[src/rtl/iambic_element_sequencer_if.sv]
// Paddle, configuration and keying signals of the iambic element sequencer.
// master = paddle/config source and output sink, slave = sequencer.
interface iambic_element_sequencer_if #(
    parameter int unsigned UNIT_W = 20
);
    logic [UNIT_W-1:0] unit_len_i;
    logic              paddle_sel_i;
    logic              iambic_AB_i;
    logic              dit_i;
    logic              dah_i;
    logic              key_o;
    logic              aux_dit_o;
    logic              aux_dah_o;
    logic              elem_done_o;
    logic              elem_is_dah_o;
    logic              char_end_o;
    logic              word_end_o;
    logic              busy_o;

    modport master (
        output unit_len_i, paddle_sel_i, iambic_AB_i, dit_i, dah_i,
        input  key_o, aux_dit_o, aux_dah_o, elem_done_o, elem_is_dah_o,
               char_end_o, word_end_o, busy_o
    );

    modport slave (
        input  unit_len_i, paddle_sel_i, iambic_AB_i, dit_i, dah_i,
        output key_o, aux_dit_o, aux_dah_o, elem_done_o, elem_is_dah_o,
               char_end_o, word_end_o, busy_o
    );
endinterface

[src/rtl/iambic_element_sequencer.sv]
// Paddle-to-key scheduler: sequences dit/dah elements, inter-element spaces and
// char/word gap events from iambic paddles or a straight key, timed in units.
module iambic_element_sequencer #(
    parameter int unsigned UNIT_W = 20
) (
    input  logic                          clk_i,
    input  logic                          rstn_i,
    iambic_element_sequencer_if.slave     bus
);
    localparam int unsigned GAP_W   = 3;
    localparam int unsigned UNITS_W = 2;

    typedef enum logic [2:0] {
        ST_IDLE, ST_DIT_ON, ST_DAH_ON, ST_SPACE, ST_GAP, ST_KEY_DOWN
    } state_e;

    state_e             state_q, state_d;
    logic [UNIT_W-1:0]  cnt_q, cnt_d;
    logic [UNITS_W-1:0] units_q, units_d;
    logic [GAP_W-1:0]   gap_q, gap_d;
    logic               last_dah_q, last_dah_d;
    logic               squeeze_q, squeeze_d;
    logic               ab_q, ab_d;

    logic key_q, key_d, aux_dit_q, aux_dit_d, aux_dah_q, aux_dah_d;
    logic elem_done_q, elem_done_d, elem_is_dah_q, elem_is_dah_d;
    logic char_end_q, char_end_d, word_end_q, word_end_d, busy_q, busy_d;

    logic [UNIT_W-1:0] unit_load;
    logic tick, both, sq_b;
    logic elem_end, end_is_dah, char_hit, word_hit;
    logic start_dit, start_dah, start_key;

    // A programmed length of 0 behaves as 1 cycle per unit.
    assign unit_load = (bus.unit_len_i == '0) ? '0 : bus.unit_len_i - UNIT_W'(1);
    assign tick      = (cnt_q == '0);
    assign both      = bus.dit_i & bus.dah_i;
    assign sq_b      = ab_q & (squeeze_q | both);

    // State and datapath registers.
    always_ff @(posedge clk_i or negedge rstn_i) begin
        if (!rstn_i) begin
            state_q       <= ST_IDLE;
            cnt_q         <= '0;
            units_q       <= '0;
            gap_q         <= '0;
            last_dah_q    <= 1'b0;
            squeeze_q     <= 1'b0;
            ab_q          <= 1'b0;
            key_q         <= 1'b0;
            aux_dit_q     <= 1'b0;
            aux_dah_q     <= 1'b0;
            elem_done_q   <= 1'b0;
            elem_is_dah_q <= 1'b0;
            char_end_q    <= 1'b0;
            word_end_q    <= 1'b0;
            busy_q        <= 1'b0;
        end else begin
            state_q       <= state_d;
            cnt_q         <= cnt_d;
            units_q       <= units_d;
            gap_q         <= gap_d;
            last_dah_q    <= last_dah_d;
            squeeze_q     <= squeeze_d;
            ab_q          <= ab_d;
            key_q         <= key_d;
            aux_dit_q     <= aux_dit_d;
            aux_dah_q     <= aux_dah_d;
            elem_done_q   <= elem_done_d;
            elem_is_dah_q <= elem_is_dah_d;
            char_end_q    <= char_end_d;
            word_end_q    <= word_end_d;
            busy_q        <= busy_d;
        end
    end

    // Next-state, unit timer and gap bookkeeping.
    always_comb begin
        state_d    = state_q;
        cnt_d      = tick ? unit_load : cnt_q - UNIT_W'(1);
        units_d    = units_q;
        gap_d      = gap_q;
        last_dah_d = last_dah_q;
        squeeze_d  = squeeze_q;
        ab_d       = ab_q;
        elem_end   = 1'b0;
        end_is_dah = 1'b0;
        char_hit   = 1'b0;
        word_hit   = 1'b0;
        start_dit  = 1'b0;
        start_dah  = 1'b0;
        start_key  = 1'b0;

        if ((state_q == ST_DIT_ON || state_q == ST_DAH_ON || state_q == ST_SPACE) && both)
            squeeze_d = 1'b1;

        case (state_q)
            ST_IDLE, ST_GAP: begin
                ab_d = bus.iambic_AB_i;
                if (state_q == ST_GAP && tick) begin
                    gap_d    = (gap_q == '1) ? gap_q : gap_q + GAP_W'(1);
                    char_hit = (gap_q == GAP_W'(2));
                    word_hit = (gap_q == GAP_W'(6));
                end
                if (bus.paddle_sel_i) begin
                    start_dit = bus.dit_i;
                    start_dah = !bus.dit_i && bus.dah_i;
                end else begin
                    start_key = bus.dit_i;
                end
                if (word_hit && !start_dit && !start_dah && !start_key)
                    state_d = ST_IDLE;
            end
            ST_DIT_ON, ST_DAH_ON: begin
                if (tick) begin
                    if (units_q == '0) begin
                        elem_end   = 1'b1;
                        end_is_dah = (state_q == ST_DAH_ON);
                        last_dah_d = end_is_dah;
                        state_d    = ST_SPACE;
                    end else begin
                        units_d = units_q - UNITS_W'(1);
                    end
                end
            end
            ST_SPACE: begin
                if (tick) begin
                    // Mode B squeeze memory turns "none" or "same again" into alternation.
                    if (both || (!bus.dit_i && !bus.dah_i && sq_b)) begin
                        start_dit = last_dah_q;
                        start_dah = !last_dah_q;
                    end else if (bus.dit_i) begin
                        start_dit = !(sq_b && !last_dah_q);
                        start_dah = sq_b && !last_dah_q;
                    end else if (bus.dah_i) begin
                        start_dit = sq_b && last_dah_q;
                        start_dah = !(sq_b && last_dah_q);
                    end else begin
                        state_d = ST_GAP;
                        gap_d   = GAP_W'(1);
                    end
                end
            end
            ST_KEY_DOWN: begin
                if (!bus.dit_i) begin
                    elem_end = 1'b1;
                    state_d  = ST_GAP;
                    gap_d    = '0;
                    cnt_d    = unit_load;
                end
            end
            default: state_d = ST_IDLE;
        endcase

        if (start_dit || start_dah) begin
            state_d   = start_dah ? ST_DAH_ON : ST_DIT_ON;
            units_d   = start_dah ? UNITS_W'(2) : '0;
            cnt_d     = unit_load;
            squeeze_d = 1'b0;
        end else if (start_key) begin
            state_d = ST_KEY_DOWN;
        end
    end

    // Output decode from the next state and this cycle's events.
    always_comb begin
        key_d         = state_d inside {ST_DIT_ON, ST_DAH_ON, ST_KEY_DOWN};
        aux_dit_d     = (state_d == ST_DIT_ON);
        aux_dah_d     = (state_d == ST_DAH_ON);
        busy_d        = (state_d != ST_IDLE);
        elem_done_d   = elem_end;
        elem_is_dah_d = end_is_dah;
        char_end_d    = char_hit;
        word_end_d    = word_hit;
    end

    assign bus.key_o         = key_q;
    assign bus.aux_dit_o     = aux_dit_q;
    assign bus.aux_dah_o     = aux_dah_q;
    assign bus.elem_done_o   = elem_done_q;
    assign bus.elem_is_dah_o = elem_is_dah_q;
    assign bus.char_end_o    = char_end_q;
    assign bus.word_end_o    = word_end_q;
    assign bus.busy_o        = busy_q;
endmodule

[src/flat_wrapper.sv]
// flat-port wrapper written by rule: the top's interface ports become plain ports
module iambic_element_sequencer_flat 
#(
    parameter int unsigned UNIT_W = 20
)
  (clk_i, rstn_i, bus_unit_len_i, bus_paddle_sel_i, bus_iambic_AB_i, bus_dit_i, bus_dah_i, bus_key_o, bus_aux_dit_o, bus_aux_dah_o, bus_elem_done_o, bus_elem_is_dah_o, bus_char_end_o, bus_word_end_o, bus_busy_o);
  iambic_element_sequencer_if #(.UNIT_W(UNIT_W)) bus_i ();
  input  logic clk_i;
  input  logic rstn_i;
  input wire logic [$bits(bus_i.unit_len_i)-1:0] bus_unit_len_i;
  input wire logic [$bits(bus_i.paddle_sel_i)-1:0] bus_paddle_sel_i;
  input wire logic [$bits(bus_i.iambic_AB_i)-1:0] bus_iambic_AB_i;
  input wire logic [$bits(bus_i.dit_i)-1:0] bus_dit_i;
  input wire logic [$bits(bus_i.dah_i)-1:0] bus_dah_i;
  output wire logic [$bits(bus_i.key_o)-1:0] bus_key_o;
  output wire logic [$bits(bus_i.aux_dit_o)-1:0] bus_aux_dit_o;
  output wire logic [$bits(bus_i.aux_dah_o)-1:0] bus_aux_dah_o;
  output wire logic [$bits(bus_i.elem_done_o)-1:0] bus_elem_done_o;
  output wire logic [$bits(bus_i.elem_is_dah_o)-1:0] bus_elem_is_dah_o;
  output wire logic [$bits(bus_i.char_end_o)-1:0] bus_char_end_o;
  output wire logic [$bits(bus_i.word_end_o)-1:0] bus_word_end_o;
  output wire logic [$bits(bus_i.busy_o)-1:0] bus_busy_o;
  assign bus_i.unit_len_i = bus_unit_len_i;
  assign bus_i.paddle_sel_i = bus_paddle_sel_i;
  assign bus_i.iambic_AB_i = bus_iambic_AB_i;
  assign bus_i.dit_i = bus_dit_i;
  assign bus_i.dah_i = bus_dah_i;
  assign bus_key_o = bus_i.key_o;
  assign bus_aux_dit_o = bus_i.aux_dit_o;
  assign bus_aux_dah_o = bus_i.aux_dah_o;
  assign bus_elem_done_o = bus_i.elem_done_o;
  assign bus_elem_is_dah_o = bus_i.elem_is_dah_o;
  assign bus_char_end_o = bus_i.char_end_o;
  assign bus_word_end_o = bus_i.word_end_o;
  assign bus_busy_o = bus_i.busy_o;
  iambic_element_sequencer #(.UNIT_W(UNIT_W)) u_core (.clk_i(clk_i), .rstn_i(rstn_i), .bus(bus_i));
endmodule
[config.mk]
export PLATFORM = sky130hd
export DESIGN_NAME = iambic_element_sequencer_flat
export DESIGN_NICKNAME = d
export VERILOG_FILES = /design/src/rtl/iambic_element_sequencer_if.sv /design/src/rtl/iambic_element_sequencer.sv /design/src/flat_wrapper.sv
export SDC_FILE = /design/constraint.sdc
export NUM_CORES = 1
export LEC_CHECK = 0
export CAP_MARGIN = 25
export CORE_ASPECT_RATIO = 1.1
export CORE_MARGIN = 3
export CORE_UTILIZATION = 45
export DETAILED_ROUTE_END_ITERATION = 8
export HOLD_SLACK_MARGIN = 0.1
export PLACE_DENSITY = 0.64
export SYNTH_ARGS = -nofsm -noshare
export SYNTH_HDL_FRONTEND = slang
export SYNTH_SLANG_ARGS = --single-unit
export TNS_END_PERCENT = 100
[constraint.sdc]
create_clock -name clk_i -period 2.9 [get_ports clk_i]
set_clock_uncertainty 0.05 [all_clocks]
set_input_delay 0.435 -clock clk_i [delete_from_list [all_inputs] [get_ports clk_i]]
set_output_delay 0.435 -clock clk_i [all_outputs]
set_load 0.02 [all_outputs]
=== After elaboration in Yosys (flattened, before gate mapping) ===
Index checks and enable logic that the tools add are counted.

* Input port bits: 26
* Flip-flop bits (word level): 39
* Output and inout bits: 8
* Word-level logic and storage cells: 139

* Add/sub/neg operators: 4
* Equal/unequal tests: 19
* Bitwise logic cells: 3
* Reduce and logical (&&, ||, !) cells: 37
* Multiplexer cells: 61

{| class="wikitable"
|+ Operator list
! operator !! number
|-
| 2-to-1 mux 20 bit || 5
|-
| 2-to-1 mux 3 bit || 17
|-
| zero test 20 bit || 2
|-
| subtractor 20 x 1 -> 20 bit (second input constant) || 2
|-
| 2-to-1 mux 1 bit || 28
|-
| == test 3 bit (second input constant) || 5
|-
| == test 3 x 2 -> 1 bit (second input constant) || 4
|-
| 2-to-1 mux 2 bit || 6
|-
| inequality test 2 bit (second input constant) || 6
|-
| one-hot mux 3 bit (4 select lines) || 1
|-
| logical AND 1 bit || 10
|-
| one-hot mux 3 bit (3 select lines) || 1
|-
| nonzero test 3 bit || 3
|-
| zero test 1 bit || 8
|-
| AND reduction 8 bit || 1
|-
| == test 3 x 1 -> 1 bit (second input constant) || 2
|-
| one-hot mux 1 bit (2 select lines) || 3
|-
| AND reduction 3 bit || 2
|-
| nonzero test 2 bit || 3
|-
| logical OR 1 bit || 4
|-
| inequality test 2 x 1 -> 1 bit (second input constant) || 2
|-
| OR reduction 2 bit || 2
|-
| adder 3 x 1 -> 3 bit (second input constant) || 1
|-
| zero test 3 bit || 1
|-
| 4 further kinds || 5
|}

=== Depth between registers and ports, before layout ===
* Depth after elaboration: 14
* Depth in mapped cells: 10
* Mapped depth without buffers: 8

=== Worst setup path after synthesis ===
No wires, ideal clock.

* Kind: flip-flop to flip-flop
* From: reg u_core.cnt_q[14]
* To: reg u_core.busy_q (netlist: u_core.bus.busy_o)
* Stages on the path, launching flop included: 7
* Library setup time: 0.132 ns
* Arrival: 2.410 ns
* Period minus slack after synthesis: 2.592 ns
* Path buffers: 0
* Data required time: 2.718 ns
* Path slack: 0.308 ns
* Cells stage by stage: dfrtp_1 or4_4 or4_4 or3_4 o21ai_2 a31oi_1 or3b_1

* Longest elaborated chain between the ends: 12
* Elaborated cells between the ends (all ways): 20
* Classes of those cells: mux: 13; reduce/logical: 7

{| class="wikitable"
|+ Ends and longest elaborated chain
! item !! RTL line !! RTL
|-
| from (decl) || iambic_element_sequencer.sv:18 || <nowiki>logic [UNIT_W-1:0] cnt_q, cnt_d;</nowiki>
|-
| from (signal assigned) || iambic_element_sequencer.sv:60 || <nowiki>cnt_q <= cnt_d;</nowiki>
|-
| zero test 20 bit * || iambic_element_sequencer.sv:36 || <nowiki>assign tick = (cnt_q == '0);</nowiki>
|-
| logical AND 1 bit || iambic_element_sequencer.sv:100 || <nowiki>if (state_q == ST_GAP && tick) begin</nowiki>
|-
| 2-to-1 mux 1 bit || iambic_element_sequencer.sv:100 ||
|-
| 2-to-1 mux 1 bit || iambic_element_sequencer.sv:97 || <nowiki>case (state_q)</nowiki>
|-
| logical AND 1 bit (3 in series) || iambic_element_sequencer.sv:111 || <nowiki>if (word_hit && !start_dit && !start_dah && !start_key)</nowiki>
|-
| 2-to-1 mux 3 bit || iambic_element_sequencer.sv:111 ||
|-
| one-hot mux 3 bit (4 select lines) || iambic_element_sequencer.sv:97 ||
|-
| 2-to-1 mux 3 bit || iambic_element_sequencer.sv:160 || <nowiki>end else if (start_key) begin</nowiki>
|-
| 2-to-1 mux 3 bit * || iambic_element_sequencer.sv:155 || <nowiki>if (start_dit || start_dah) begin</nowiki>
|-
| nonzero test 3 bit * || iambic_element_sequencer.sv:170 || <nowiki>busy_d = (state_d != ST_IDLE);</nowiki>
|-
| via u_core.busy_d || iambic_element_sequencer.sv:27 || <nowiki>logic char_end_q, char_end_d, word_end_q, word_end_d, busy_q, busy_d;</nowiki>
|-
| to (signal assigned) || iambic_element_sequencer.sv:73 || <nowiki>busy_q <= busy_d;</nowiki>
|-
| to (decl) || iambic_element_sequencer.sv:27 ||
|}

The timed path passes the listed nets; every way through them passes the cells marked *. The select of a mux whose other input is x is not followed.
A chain may end at the register's enable or synchronous reset.

=== Worst setup path in the final report ===
Same ends and word-level chain as after synthesis.

==> metrics.md <==
| Metric | Value |
|---|---|
| Status | `complete, no violations` |
| Grt ovf | `0` |
| # DRC | `0` |
| Row cnt | `27` |
| Pwr dens | `756 mW/mm2` |
| CTS Sinks | `39` |
| Core area | `0.00517 mm2` |
| Pre-CTS setup slack | `230 ps` |
| Rel. slew slack | `44.9%` |
| Worst EP arrival | `2780 ps` |
| Seq pwr share | `43.7%` |
| DR pass1 iterations | `4` |
| Worst path bufs/invs | `0` |
| F_max | `0.374 GHz` |
| Data required time of the worst path | `3010 ps` |
| Clk slew on worst S/H paths | `70 ps` |
| Ys Warns | `0` |
| Critical path peak fanout | `5` |
| DR vias/cell | `5.31` |
| I/O pin count | `34` |
| Skew-Pair Late Insertion Delay | `280 ps` |
| Root Buffer | `clkbuf_8` |
| Max Cap Viol | `0` |
| Post-synthesis cell type count | `43` |
| CP startpoint kind | `flip-flop` |
| Final Hold Viols | `0` |
| Area Overhead vs Synth | `22.9%` |
| CP dominant cell by count | `or4_4` |
| Hold_ws | `195 ps` |
| Syn_nets | `322` |
| Post-synthesis cell count | `290` |
| Largest net degree at the start of global routing | `40` |
| Worst Slack Setup Final | `225 ps` |
| Post_cts resized | `0` |
| Per-cell routed wire length | `12.7 um` |
| Logic pwr share | `42.3%` |
| CTS H-tree lvls | `2` |
| HP Class | `in2async` |
| Slowest Stage Delay on Critical Path | `570 ps` |
| Vias in the first global route | `2122` |
| Net Sw Power | `905 uW` |
| Final period utilization | `92.2%` |
| RSZ-0062 raised after global routing | `false` |
| Buffers added on ports | `33` |
| First-pass GRT wire length | `9110 um` |
| Synth Register Bits | `39` |
| Sequential fraction of the synthesis area | `39.1%` |
| Netlist Area Pre-Place | `0.00250 mm2` |
| Slew @ Worst Pin | `826 ps` |
| Leakage | `1.21 nW` |
| Critical path type | `reg2reg` |
| Clk buf depth | `2` |
| Switching Fraction | `39.0%` |
| DRT iter0 DRCs | `80` |
| RePlAce Congestion | `0.909` |
| Final Net Count | `367` |
| Int Power | `1.42 mW` |
| Total GRT Usage | `17.0%` |
| Share of cells above drive strength 1 | `8.98%` |
| Ant diodes | `0` |
| Setup Total Neg Slack | `0 ps` |
| Detail Route Antenna Nets | `0` |
| Final setup vio count | `0` |
| Routed via count | `2156` |
| Avg Cell Area, Syn | `8.62 um2` |
| DIE AREA | `0.00648 mm2` |
| Initial Utilization | `48.3%` |
| Initial antenna violation count | `0` |
| Clock share of power | `14.0%` |
| Die width | `77.0 um` |
| CTS Hold Bufs | `0` |
| Post-layout min period | `2670 ps` |
| Hpwl dp | `4100 um` |
| IR drop worst, VDD | `0.320 mV` |
| Final Max Tran Viols | `0` |
| Postcts setup bufs | `0` |
| Fillers | `482` |
| CTS Buf Count | `5` |
| DRT Wirelength | `5180 um` |
| Crit path cell chain | `or4_4 > or4_4 > or3_4 > o21ai_2 > a31oi_1 > or3b_1` |
| Top Family by Delay on Critical Path | `simple AND/OR/NAND/NOR gates` |
| CTS tree | `yes` |
| CP endpoint kind | `flip-flop` |
| CP max-delay cell | `or4_4` |
| Die height | `84.2 um` |
-- worst paths after layout --
| path | startpoint | end | slack, ps | depth (start not counted) |
|---|---|---|---|---|
| worst max register to register | u_core.cnt_q[14] | u_core.bus.busy_o | 230 | 6 |
| min in group clk_i | u_core.gap_q[1] | u_core.gap_q[1] | 470 | 2 |
| worst max-delay path | u_core.cnt_q[14] | u_core.bus.busy_o | 230 | 6 |
| max in group asynchronous | rstn_i | u_core.cnt_q[9] | 2090 | 1 |
| worst min-delay path | rstn_i | u_core.bus.word_end_o | 190 | 1 |
| worst min register to register | u_core.gap_q[1] | u_core.gap_q[1] | 470 | 2 |
-- cell usage in the layout, fill, tap and decap left out, types with 3 or more instances in the layout --
cell,count
or4_1,4
o21a_1,3
nand2b_1,3
xnor2_1,19
nor3b_1,5
clkbuf_8,5
nor2b_1,6
a21oi_1,9
inv_1,10
o21ai_0,23
mux2i_1,4
nor2_1,28
a211oi_1,3
nand2_1,28
nor4_1,10
buf_4,13
dfrtp_1,39
o22ai_1,5
clkdlybuf4s50_1,32
xor2_1,14
nand3_1,18
ha_1,6
nor3_1,12
-- flip-flops by register name, indices dropped and copies added (netlist names), 2 cells and up --
signal	count
u_core.cnt_q	20
u_core.gap_q	3
u_core.state_q	3
u_core.units_q	2
-- cells by family after synthesis --
kind of cell | after synthesis | share of synthesized area [%]
DFF | 39 | 39.1
muxes | 6 | 2.50
AOI/OAI and AO/OA | 55 | 13.2
xor gates and xnor gates | 33 | 11.6
and+or+nand+nor | 132 | 27.8
buffers and inverters | 19 | 2.85
adders and majority gates | 6 | 3.00
-- Yosys cell counts, drive strengths merged --
library cell,instances,area [um2]
a211oi,3,22.5
a21boi,1,7.51
a21oi,9,45.0
a22oi,2,15.0
a311o,1,10.0
a31o,2,17.5
a31oi,2,12.5
and2,1,6.26
and3,2,12.5
and4,1,8.76
and4b,1,10.0
clkbuf,9,33.8
dfrtp,39,976
ha,6,75.1
inv,10,37.5
mux2,2,22.5
mux2i,4,40.0
nand2,28,105
nand2b,3,18.8
nand3,18,90.1
nand3b,2,15.0
nand4,2,12.5
nor2,28,105
nor2b,6,37.5
nor3,12,60.1
nor3b,5,37.5
nor4,11,75.1
nor4b,1,8.76
o211ai,1,7.51
o21a,3,22.5
o21ai,24,124
o22ai,5,31.3
o31ai,2,15.0
or2,1,6.26
or3,3,23.8
or3b,1,8.76
or4,6,52.6
xnor2,19,166
xor2,14,123
-- routing by layer --
layer,share of wire [%],global-route usage (%)
met3,3.5,2.90
met4,1.7,6.63
met1,45,20.4
met5,0,0
met2,49,30.3
-- area by class of cell --
type / count / area [um2] / share of cell area, %
Multi-Input combinational cell: 232 / 1450 / 47.3
Sequential cell: 39 / 976 / 31.8
Timing Repair Buffer: 47 / 443 / 14.4
Tap cell: 72 / 90.1 / 2.93
Clock buffer: 6 / 72.6 / 2.36
Inverter: 10 / 37.5 / 1.22
-- worst reg2reg max path, delay by kind of cell, from the launching register on --
kind               cells  cell delay [ps]
DFF                    1              420
and+or+nand+nor        4             1880
AOI/OAI and AO/OA      2              210
-- through the flow --
step | util [%] | cell area (um2) | power [mW] | std cells
after CTS | 59.4 | 3070 | 2.34 | 406
after detailed placement | 58.0 | 3000 | 2.00 | 400
final | 59.4 | 3070 | 2.32 | 406
after global routing | 59.4 | 3070 | 2.53 | 406
after floorplan | - | 2500 | 1.67 | 290
after global placement | 58.0 | 3000 | 1.99 | 400
-- power by group through the flow --
stage | registers [mW] | logic, mW | clock network (mW)
floorplan | 0.972 | 0.699 | 0
global placement | 1.01 | 0.978 | 0
detailed placement | 1.02 | 0.982 | 0
CTS | 1.01 | 0.988 | 0.337
global route | 1.05 | 1.12 | 0.363
finish | 1.02 | 0.981 | 0.326
No activity file was read; power rests on OpenSTA's default activity.
